**config.mk**
```make
export PLATFORM = sky130hd
export DESIGN_NAME = memory_bus_arbiter
export DESIGN_NICKNAME = d
export VERILOG_FILES = /design/src/rtl/memory_bus_arbiter.sv
export SDC_FILE = /design/constraint.sdc
export NUM_CORES = 1
export LEC_CHECK = 0
export ABC_CLOCK_PERIOD_IN_PS = 1700
export CAP_MARGIN = 5
export CELL_PAD_IN_SITES_DETAIL_PLACEMENT = 2
export CELL_PAD_IN_SITES_GLOBAL_PLACEMENT = 2
export CORE_ASPECT_RATIO = 0.8
export CORE_MARGIN = 3
export CORE_UTILIZATION = 20
export DETAILED_ROUTE_END_ITERATION = 7
export GPL_ROUTABILITY_DRIVEN = 0
export PLACE_DENSITY_LB_ADDON = 0.1
export SLEW_MARGIN = 20
export SYNTH_ARGS = -nofsm -noshare
export SYNTH_HDL_FRONTEND = slang
export SYNTH_SLANG_ARGS = --single-unit
```
**constraint.sdc**
```tcl
create_clock -name clk -period 1.7 [get_ports clk]
set_clock_uncertainty 0.05 [all_clocks]
set_input_delay 0.425 -clock clk [delete_from_list [all_inputs] [get_ports clk]]
set_output_delay 0.425 -clock clk [all_outputs]
set_load 0.1 [all_outputs]
```
**src/rtl/memory_bus_arbiter.sv**
```systemverilog
// Two-master round-robin arbiter in front of a single-port memory.
// Latches each granted access, holds strobes for a fixed latency, then pulses a response.
module memory_bus_arbiter #(
  parameter int DATA_WIDTH     = 32,
  parameter int MEMORY_LATENCY = 1
) (
  input  logic                  clk,
  input  logic                  reset,
  input  logic                  m0_memory_read,
  input  logic                  m0_memory_write,
  input  logic [DATA_WIDTH-1:0] m0_address,
  input  logic [DATA_WIDTH-1:0] m0_write_data,
  output logic [DATA_WIDTH-1:0] m0_read_data,
  output logic                  m0_response,
  input  logic                  m1_memory_read,
  input  logic                  m1_memory_write,
  input  logic [DATA_WIDTH-1:0] m1_address,
  input  logic [DATA_WIDTH-1:0] m1_write_data,
  output logic [DATA_WIDTH-1:0] m1_read_data,
  output logic                  m1_response,
  output logic                  memory_read,
  output logic                  memory_write,
  output logic [DATA_WIDTH-1:0] address,
  output logic [DATA_WIDTH-1:0] write_data,
  input  logic [DATA_WIDTH-1:0] read_data,
  output logic                  grant,
  output logic                  busy
);

  typedef enum logic [1:0] {
    IDLE,
    BUSY,
    RESP
  } state_t;

  localparam logic [3:0] LAST = 4'(MEMORY_LATENCY - 1);

  state_t     state;
  logic [3:0] count;
  logic       pointer;
  logic       req0;
  logic       req1;
  logic       sel;
  logic       sel_write;

  // Pick the winner: a lone requester, or the pointer's choice on contention.
  always_comb begin
    req0      = m0_memory_read | m0_memory_write;
    req1      = m1_memory_read | m1_memory_write;
    sel       = 1'b0;
    if (req0 && req1)
      sel = pointer;
    else if (req1)
      sel = 1'b1;
    sel_write = sel ? m1_memory_write : m0_memory_write;
  end

  // Arbitration FSM with all bus and response outputs registered.
  always_ff @(posedge clk) begin
    if (reset) begin
      state        <= IDLE;
      count        <= '0;
      pointer      <= 1'b0;
      grant        <= 1'b0;
      busy         <= 1'b0;
      memory_read  <= 1'b0;
      memory_write <= 1'b0;
      address      <= '0;
      write_data   <= '0;
      m0_read_data <= '0;
      m1_read_data <= '0;
      m0_response  <= 1'b0;
      m1_response  <= 1'b0;
    end else begin
      unique case (state)
        IDLE: begin
          if (req0 || req1) begin
            grant        <= sel;
            pointer      <= ~sel;
            count        <= '0;
            busy         <= 1'b1;
            memory_write <= sel_write;
            memory_read  <= ~sel_write;
            address      <= sel ? m1_address : m0_address;
            write_data   <= sel ? m1_write_data : m0_write_data;
            state        <= BUSY;
          end
        end
        BUSY: begin
          if (count == LAST) begin
            memory_read  <= 1'b0;
            memory_write <= 1'b0;
            if (!memory_write) begin
              if (grant)
                m1_read_data <= read_data;
              else
                m0_read_data <= read_data;
            end
            m0_response <= ~grant;
            m1_response <= grant;
            state       <= RESP;
          end else begin
            count <= count + 4'd1;
          end
        end
        RESP: begin
          m0_response <= 1'b0;
          m1_response <= 1'b0;
          busy        <= 1'b0;
          state       <= IDLE;
        end
        default: state <= IDLE;
      endcase
    end
  end

endmodule

```
# Word level (Yosys, flattened, before mapping)
# Index checks and enable logic that the tools add are counted.
# totals
register_bits	141
inputBits	166
out_inout_bits	134
word_cells	62
# op_classes
n_addsub	1
eq_ne	5
muxes	22
bitwise_logic	6
reduce_logical	15
# op_table
op	count
32-bit two-way mux	2
1-bit case mux with 2 select lines	5
1-bit two-way mux	9
4-bit two-way mux	2
4-bit case mux with 2 select lines	1
2-bit AND reduction	4
4-bit AND reduction	2
2-bit inequality test, second input constant	3
3-bit AND reduction	2
2-bit nonzero test	3
4-bit by 1-bit adder with 4-bit output, second input constant	1
4-bit logical NOT	1
2-bit two-way mux	2
1-bit inverter	4
2-bit case mux with 2 select lines	1
2-bit by 1-bit == test with 1-bit output, second input constant	1
2-bit == test, second input constant	1
2-bit logical NOT	1
1-bit bitwise OR	2
1-bit logical AND	1
1-bit logical OR	1

# Logic depth before layout (Yosys ltp)
# depth
word_depth	7
mapped_depth	7
mapped_depth_nobuf	5

# Least setup slack after synthesis
# No wires, ideal clock.
# synth_path
path_kind	reg2reg
from	register grant
to	register m1_read_data[16]
setup_time_ps	71
arrival_time_ps	1861
required_time_ps	1579
setup_slack_ps	-282
stages_incl_launch_ff	6
path_buffers	2
period_less_slack_ps	1982
cell_sequence	dfxtp_1 -> nor4bb_1 -> clkbuf_1 -> buf_2 -> nand3_1 -> a21oi_1
# synth_via
elab_chain_cells	1
# synth_rtl
element	line_no	text
from (decl)	26	output logic grant,
from (signal assigned)	78	grant <= sel;
4-bit AND reduction (no line)	-	
to (signal assigned)	95	m1_read_data <= read_data;
to (decl)	19	output logic [DATA_WIDTH-1:0] m1_read_data,
# No other way between the ends.
# A chain may end at the register's enable or synchronous reset.

# Worst setup path after layout
# layout_path
from	input port m1_memory_read
to	register write_data[29]
# layout_via
elab_chain_cells	4
elab_cells_between_ends	7
classes_between	3 x mux; 1 x bitwise; 3 x reduce/logical
# layout_rtl
element	line_no	text
from (decl)	15	input logic m1_memory_read,
1-bit bitwise OR (*)	49	req1 = m1_memory_read | m1_memory_write;
1-bit two-way mux or 1-bit logical AND (tied branches)	53, 51	
1-bit two-way mux	51	if (req0 && req1)
32-bit two-way mux	85	write_data <= sel ? m1_write_data : m0_write_data;
to (signal assigned)	85	
to (decl)	24	output logic [DATA_WIDTH-1:0] write_data,
# Every way passes the cells marked *; elsewhere a longest branch is shown, timed or not.

==> results.yml <==
flow_run:
  cap_violations: 0
sta:
  max_freq_mhz: 599
  hold_violations: 0
  max_slew_margin: 0.756
  drv_slew: 0
  period_needed_ns: 1.67
  final-setup-viol-count: 0
  worst_pin_slew_ns: 0.365
  finalSetupTns_ns: 0
  rsz0062_at_grt: "yes"
  period_share: 0.982
power_and_ir_drop:
  intPower_uw: 8430
  sw_frac_of_total: 0.386
  p_switching_uw: 5290
  power_frac_seq: 0.288
  combPwrFrac: 0.399
  power.density_mw_per_mm2: 1090
  p_clk_frac: 0.313
  power_uw: 13700
  irDropWorstVdd_v: 0.000686
  p_leak_uw: 0.00446
floorplanning:
  core_area_mm2: 0.0308
  die_area_mm2: 0.0339
  row_count: 57
  die_y_um: 165
  start_util: 0.206
  die_x_um: 205
  ios: 300
synth:
  ys_top_cells_by_area: "dfxtp_1, a21oi_1, a311oi_1"
  ys_seq_area_frac: 0.445
  synth_cell_types: 41
  yosysWarnings: 0
  syn_area_mm2: 0.00634
  async_reset_ff_frac: 0
  yosys.area.top_type_share: 0.445
  syn_nets: 913
  syn_area_per_cell_um2: 8.51
  synthCells: 745
  yosys.area.top_type: "dfxtp_1"
  synth-edff-count: 0
  synth_flop_cell: "dfxtp_1"
  ys_seq_elements: 141
layout:
  n_antenna_cell: 0
  multi_input_area_mm2: 0.00332
  fill_cells: 3228
  final_nets: 1210
  fin_area_mm2: 0.0126
  syn_to_final_growth_pct: 99.3
  instances_no_fill: 1467
  seq_area_mm2: 0.00283
  drive_gt1_frac: 0.277
critical_path:
  critPathRequiredTime_ns: 1.95
  critical_path_class: "in2reg"
  worstRegToRegCells: 6
  startpoint_type: "input port"
  reg2reg_to: "m0_read_data[20]$_SDFFE_PP0P_"
  crit_path_end_kind: "flip-flop"
  r2r_setup_slack_ns: 0.04
  r2r-start: "count[0]$_SDFFE_PP0P_"
  critPathMaxFanout: 32
  crit_arrival_ns: 1.92
global_routing:
  grt_antenna_before_repair: 1
  grt_max_degree: 66
  grt_overflow: 0
  grt_pass1_vias: 7555
  track_usage: 0.178
  grt_pass1_wl_um: 46400
drt:
  viasPerCell: 4.99
  wire_per_inst_um: 23.4
  postRouteWirelength_um: 34300
  first_iter_violations: 261
  firstDrtPassIters: 4
  antenna_left: 0
  post-route-drc-count: 0
  vias: 7316
clock_network:
  htree_levels: 4
  cts_tree: "built"
  clkLatencyLatePin_ns: 0.43
  cts_buffers: 17
  cts.clk_slew.worst_paths_ns: 0.06
  cts_hold_buffers: 0
  cts_buffer_depth: 2
  cts_sinks: 141
  cts-root-buf: "clkbuf_16"
worst_hold_path:
  min_to: "grant$_SDFFE_PP0P_"
  hp-start: "reset"
  hold_depth: 2
  hold_class: "in2reg"
status:
  status: "complete, no violations"
placement:
  dpl.hpwl_um: 21100
  io_buffers: 299
  place_area_mm2: 0.0114
  dp.cells: 1414
==> power by group through the flow <==
stage                     registers (uW)  clock network, uW  logic, uW
after floorplan                     5980                  0        928
after global placement              4010                  0       5280
after detailed placement            4020                  0       5320
after CTS                           3950               4410       5340
after global routing                4000               4570       5700
final                               3960               4290       5470
==> through the flow <==
| step | util | setup slack [ns] | hold slack (ns) |
|---|---|---|---|
| global route | 0.410 | -0.0297 | 0.219 |
| CTS | 0.393 | -0.0116 | 0.196 |
| finish | 0.410 | 0.0305 | 0.211 |
| detailed placement | 0.371 | -0.435 | 0.450 |
| global placement | 0.371 | -0.368 | 0.441 |
| floorplan | - | 0.0295 | 0.433 |
==> metal layers <==
layer / vias up / routed length, um / track usage
li1: 3420 / - / -
met1: 3677 / 15600 / 0.228
met2: 195 / 15900 / 0.291
met3: 22 / 2460 / 0.0651
met4: 2 / 281 / 0.0329
met5: - / 9 / 0
==> cell families (layout without fill, tap and decap cells) <==
family / after synthesis / in the layout / synth area share
AO/OA/AOI/OAI: 345 / 345 / 0.319
AND/OR/NAND/NOR: 158 / 159 / 0.161
adder cells (fa/ha/maj): 2 / 2 / 0.00394
buffers and inverters: 99 / 407 / 0.0712
flip-flops: 141 / 141 / 0.445
==> state kept, by name, summed over array words and instances, names as in the netlist <==
register,count
address,32
m0_read_data,32
m1_read_data,32
write_data,32
count,4
state,2
busy,1
grant,1
m0_response,1
m1_response,1
memory_read,1
memory_write,1
pointer,1
==> cells in the mapped netlist, types with 3 or more instances <==
cell and number:
dfxtp_1 141, a21oi_1 135, o21ai_0 112, clkbuf_1 68, nand3_1 68, a311oi_1 64
nand3b_1 64, buf_2 19, o21ai_1 19, buf_6 7, inv_1 4, nand2_1 3
or3_1 3
==> cells in the final DEF (no fill, tap or decap), types with 5 or more instances in the layout <==
cell	count
o21ai_1	53
nand3_1	68
clkbuf_16	25
buf_12	152
o21ai_2	16
a21oi_2	8
a311oi_1	56
dfxtp_1	138
buf_6	9
clkdlybuf4s50_1	162
o21ai_0	61
a21oi_1	127
nand3b_1	64
a311oi_2	8
buf_4	38
bufinv_16	5
==> worst max path at each step <==
stage	from	cells past startpoint	slack, ns	endpoint
2_1_floorplan	memory_write$_SDFFE_PP0P_	4	0.03	m0_read_data[0]$_SDFFE_PP0P_
3_3_place_gp	m1_memory_write	5	-0.37	address[0]$_SDFFE_PP0P_
3_5_place_dp	m0_memory_write	6	-0.44	write_data[19]$_SDFFE_PP0P_
4_1_cts	count[0]$_SDFFE_PP0P_	7	-0.01	m1_read_data[0]$_SDFFE_PP0P_
5_1_grt	m1_memory_read	7	-0.03	write_data[30]$_SDFFE_PP0P_
6_report	m1_memory_read	7	0.03	write_data[29]$_SDFFE_PP0P_
==> worst max-delay path: stages <==
cell and delay, ns:
clkdlybuf4s50_1 0.42, buf_4 0.17, nor2_4 0.25, buf_4 0.19, clkbuf_16 0.19, nand3b_1 0.14
a311oi_2 0.09
==> what timing repair did <==
action                                  in CTS  in global routing
setup buffers                                0                  9
pin swaps                                    1                  9
endpoints found under the setup margin      66                114
resized for setup                            7                101
gates cloned                                 1                 12
==> layout make-up <==
cell class	instances	area share
clock buffer	21	0.0372
clock inverter	10	0.0147
inverter	4	0.00119
multi-input combinational	506	0.263
sequential	141	0.224
tap	413	0.0409
timing repair buffer	372	0.420
Note: power is estimated with default switching activity, not from simulation.
